[src/rtl/mux_scanner.sv]
// Time-division scanner for a 4:1 mux: steps the select lines through a..d,
// samples the mux output after a settle delay and publishes 4-bit frames.
module mux_scanner #(
    parameter int DWELL  = 4,
    parameter int SETTLE = 1
) (
    input  logic       clk,
    input  logic       rst_n,
    input  logic       en,
    input  logic       y,
    output logic       s1,
    output logic       s0,
    output logic [3:0] frame,
    output logic       frame_valid,
    output logic       busy
);
    localparam int CW = (DWELL <= 2) ? 1 : $clog2(DWELL);
    localparam logic [CW-1:0] SAMPLE_AT = CW'(SETTLE);
    localparam logic [CW-1:0] LAST      = CW'(DWELL - 1);

    typedef enum logic {IDLE, SCAN} state_t;

    state_t        state, state_nxt;
    logic [1:0]    sel, sel_nxt;
    logic [CW-1:0] dcnt, dcnt_nxt;
    logic [3:0]    shadow, shadow_nxt;
    logic [3:0]    frame_nxt;
    logic          fv_nxt;

    always_ff @(posedge clk or negedge rst_n) begin
        if (!rst_n) state <= IDLE;
        else        state <= state_nxt;
    end

    always_comb begin
        state_nxt = state;
        case (state)
            IDLE:    if (en)  state_nxt = SCAN;
            SCAN:    if (!en) state_nxt = IDLE;
            default: state_nxt = IDLE;
        endcase
    end

    // Datapath next-state; anything other than an active scan edge parks the
    // sequencer at channel a with an empty shadow, so aborts leave no residue.
    always_comb begin
        sel_nxt    = sel;
        dcnt_nxt   = dcnt;
        shadow_nxt = shadow;
        frame_nxt  = frame;
        fv_nxt     = 1'b0;
        if (state == SCAN && en) begin
            if (dcnt == SAMPLE_AT) shadow_nxt[sel] = y;
            if (dcnt == LAST) begin
                dcnt_nxt = '0;
                sel_nxt  = sel + 2'd1;
                if (sel == 2'b11) begin
                    // shadow_nxt so a coincident channel-d sample lands in this frame
                    frame_nxt = shadow_nxt;
                    fv_nxt    = 1'b1;
                end
            end else begin
                dcnt_nxt = dcnt + 1'b1;
            end
        end else begin
            sel_nxt    = 2'b00;
            dcnt_nxt   = '0;
            shadow_nxt = '0;
        end
    end

    always_ff @(posedge clk or negedge rst_n) begin
        if (!rst_n) begin
            sel         <= 2'b00;
            dcnt        <= '0;
            shadow      <= '0;
            frame       <= '0;
            frame_valid <= 1'b0;
        end else begin
            sel         <= sel_nxt;
            dcnt        <= dcnt_nxt;
            shadow      <= shadow_nxt;
            frame       <= frame_nxt;
            frame_valid <= fv_nxt;
        end
    end

    always_comb begin
        busy = (state == SCAN);
        s1   = sel[1];
        s0   = sel[0];
    end
endmodule
[config.mk]
export PLATFORM = sky130hd
export DESIGN_NAME = mux_scanner
export DESIGN_NICKNAME = d
export VERILOG_FILES = /design/src/rtl/mux_scanner.sv
export SDC_FILE = /design/constraint.sdc
export NUM_CORES = 1
export LEC_CHECK = 0
export ABC_CLOCK_PERIOD_IN_PS = 1570
export BUFFER_PORTS_ARGS = -buffer_cell sky130_fd_sc_hd__buf_2
export CORE_MARGIN = 1.5
export CORE_UTILIZATION = 40
export DETAILED_ROUTE_END_ITERATION = 7
export PLACE_DENSITY_LB_ADDON = 0.3
export SYNTH_ARGS = -nofsm -noshare
export SYNTH_HDL_FRONTEND = slang
export SYNTH_SLANG_ARGS = --single-unit
[constraint.sdc]
create_clock -name clk -period 1.57 [get_ports clk]
set_input_delay 0.157 -clock clk [delete_from_list [all_inputs] [get_ports clk]]
set_output_delay 0.157 -clock clk [all_outputs]
set_load 0.05 [all_outputs]
==> summary.md <==
Power
• 803 nW/um^2 — pwr/cell area
• 0.427 mV — VDD IR-drop max
• 0.000608 W — overall power after layout
• 0.373 nW — standby leakage power

Final layout
• 147 — fill count
• 12.7% — Area growth, synth to finish
• 81 — nets@finish
• 0 — ant diodes
• 0.265 — ratio of cells with drive above 1 in the final layout

Synth
• 0 — number of warning messages in the yosys log
• compound AO/OA/AOI/OAI gates — dominant combinational cell family by area after synthesis
• dfrtp_1 52%, ha_1 13%, a41oi_1 5.2%, a31oi_1 3.7%, buf_6 3.4% — dominant cells by area after synthesis
• dfrtp_1 — leading register cell type out of synthesis
• dfrtp_1 — largest area contributor in the netlist
• 0.130 — Adder-Cell Fraction of Synth Area
• 0 — number of synthesized flops with an enable pin
• dfrtp_1 — leading cell type by number of instances after synthesis
• 0.0912 — simple-gate share of the synthesized area
• 66 — syn_nets
• 0.521 — part of the Yosys area used for sequential elements
• 14 — number of synthesized register bits
• 55 — post-synthesis instance total
• 17 — post-synthesis cell type count
• 0.0149 — mux cell area share after synthesis
• 12.2 um^2 — synthesized area per cell
• 0.179 — Synth Area in Compound Gates
• 1.00 — ys async rst share
• 672 um^2 — post-synth design cell area
• 14 x dfrtp_1, 7 x ha_1 — commonest cells in the synthesized netlist
• 0.521 — share of the synthesized area in the top cell type
• 0.0130 — parity-gate share of the synthesized area counting xor and xnor cells

Setup path
• 0.33 ns — slack of the worst reg-to-reg path
• 1.41 ns — worst endpoint data arrival time
• dcnt[0] — crit path from
• flip-flop — critical path startpoint category
• 3 — number of gates on the worst path with buffers counted
• flip-flops — largest delay contributor family on the critical path
• 0 — Buf+Inv Stages, Crit Path
• ha_1 -> and4_4 -> a31oi_1 — ordered cell list for the critical path
• 3 — worst reg2reg path depth
• frame[1] — worst reg2reg endpoint
• 7 — critical path fanouts, max
• 1.73 ns — required arrival time at the worst endpoint
• dfrtp_1 — Max stage delay cell, worst path
• 0.40 ns — CP peak stage delay
• flip-flop to flip-flop — critical path start-end classification
• flip-flop — nature of the critical path endpoint
• dcnt[0] — worst r2r src

GRT
• 456 — via count of the first global-routing pass
• 0 — global route total overflow
• 2.01 mm — global-route wire length before repair
• 0.150 — Total GRT Usage
• 0 — antenna violations before repair
• 15 — pin count of the biggest net entering global routing

Routing
• 5.55 — average via count per standard cell
• 466 — number of vias in the routed layout
• 13.9 um — Routed WL per cell
• 0 — number of nets with antenna violations after detailed routing
• 4 — count of TritonRoute iterations in the first routing pass
• 7 — initial DRC count
• 0 — Remaining DRCs
• 1.17 mm — final WL

Floorplan
• 1930 um^2 — area of the die
• 0.436 — initial standard-cell utilization of the core
• 12 — IO Count
• 44.0 um — height of the chip
• 44.0 um — die span in x
• 14 — number of rows in the core area
• 1540 um^2 — area of the placeable core

Job
• 0 — reported max-cap violation count

STA
• 805 MHz — highest clock rate
• 0 — final number of hold-violating endpoints
• 0 — number of failing setup endpoints in the final timing report
• 0.796 — relative max-transition margin
• 0.305 ns — slew at the pin closest to its max-slew limit
• 0.791 — Final Cycle Share
• 0 — Pins Over Slew Limit
• 1.24 ns — Final Critical Period
• 0.00297 ns — Post-Route Skew
• 0 ns — sum of negative setup slack
• false — RSZ-0062 raised after global routing

Outcome
• complete, no violations — outcome

Place
• 0.721 — routability cong.
• 11 — port buffer count
• 865 um — post-detail-place hpwl

Clock network
• 0.08 ns — clock-pin slew on the worst setup and hold paths
• 14 — number of clock sinks
• done — CTS tree
• 0 — Resize count post-CTS
• 2 — number of buffers between clock root and the deepest sink
• clkbuf_4 — root buf cell
• 1 — CTS H-tree lvls
• 0.28 ns — Skew-Pair Late Insertion Delay
• 3 — Inserted Clock Buffers

Worst hold path
• input pin to flip-flop — kind of path behind the tightest hold check
• 1 — number of cells traversed by the worst hold path
• busy — destination of the worst hold path
• en — Hold Crit Start

sequential cells by signal, indices dropped and copies added (netlist names):
name / flops
frame: 4
shadow: 4
dcnt: 2
sel: 2
busy: 1
frame_valid: 1
metrics by stage:
step                hold slack (ns)   util  setup slack, ns  cells  instance area [um^2]
floorplan                    -0.139      -           0.0857     55                   672
global placement             0.0664  0.470            0.335     80                   724
detailed placement           0.0681  0.470            0.344     80                   724
CTS                          0.0598  0.491            0.326     84                   757
global route                 0.0761  0.491            0.243     84                   757
finish                       0.0597  0.491            0.328     84                   757
cell usage in the layout (no fill, tap or decap):
| cell type | instances |
|---|---|
| dfrtp_1 | 14 |
| buf_2 | 11 |
| ha_1 | 7 |
| nand3_1 | 4 |
| a21oi_1 | 4 |
| a41oi_1 | 4 |
| a31oi_1 | 4 |
| inv_1 | 3 |
| nor2_1 | 3 |
| clkbuf_4 | 3 |
| a21bo_2 | 2 |
| a21bo_1 | 2 |
| nand2_1 | 1 |
| nor3_1 | 1 |
| and4_2 | 1 |
| xnor2_1 | 1 |
| and4_4 | 1 |
| mux2i_1 | 1 |
| dlygate4sd3_1 | 1 |
logic make-up (layout without fill, tap and decap cells):
family,Yosys count,count (layout)
compound gates,16,16
xor+xnor,1,1
fa+ha+maj,7,7
buf+inv,5,18
flops,14,14
mux,1,1
simple gates,11,11
worst max-delay path by stage:
stage | end | slack [ns]
final | frame[1] | 0.33
after detailed placement | frame[3] | 0.34
after floorplan | frame[3] | 0.09
after global placement | frame[3] | 0.34
after CTS | frame[1] | 0.33
after global routing | frame[0] | 0.24
layout make-up:
cell class	count	area (um^2)	share of cell area
tap	16	20.0	0.0264
clock buffer	3	22.5	0.0298
inverter	3	11.3	0.0149
sequential	14	350	0.463
timing repair buffer	12	65.1	0.0860
multi-input combinational	36	288	0.380
report_power, final:
part	switching [W]	internal, W
clock	0.000113	0.0000892
sequential	0.00000507	0.000364
combinational	0.0000262	0.0000101
metal layers:
metal / track usage / part of all wire
met1: 0.187 / 0.48
met2: 0.229 / 0.43
met3: 0.0292 / 0.052
met4: 0.109 / 0.036
met5: 0 / 0
what timing repair did:
action                     CTS  global route
setup endpoints to repair    0             0
buffers inserted             0             0
hold endpoints to repair    14             0
hold buffers                 1             0
No activity file was read; power rests on OpenSTA's default activity.
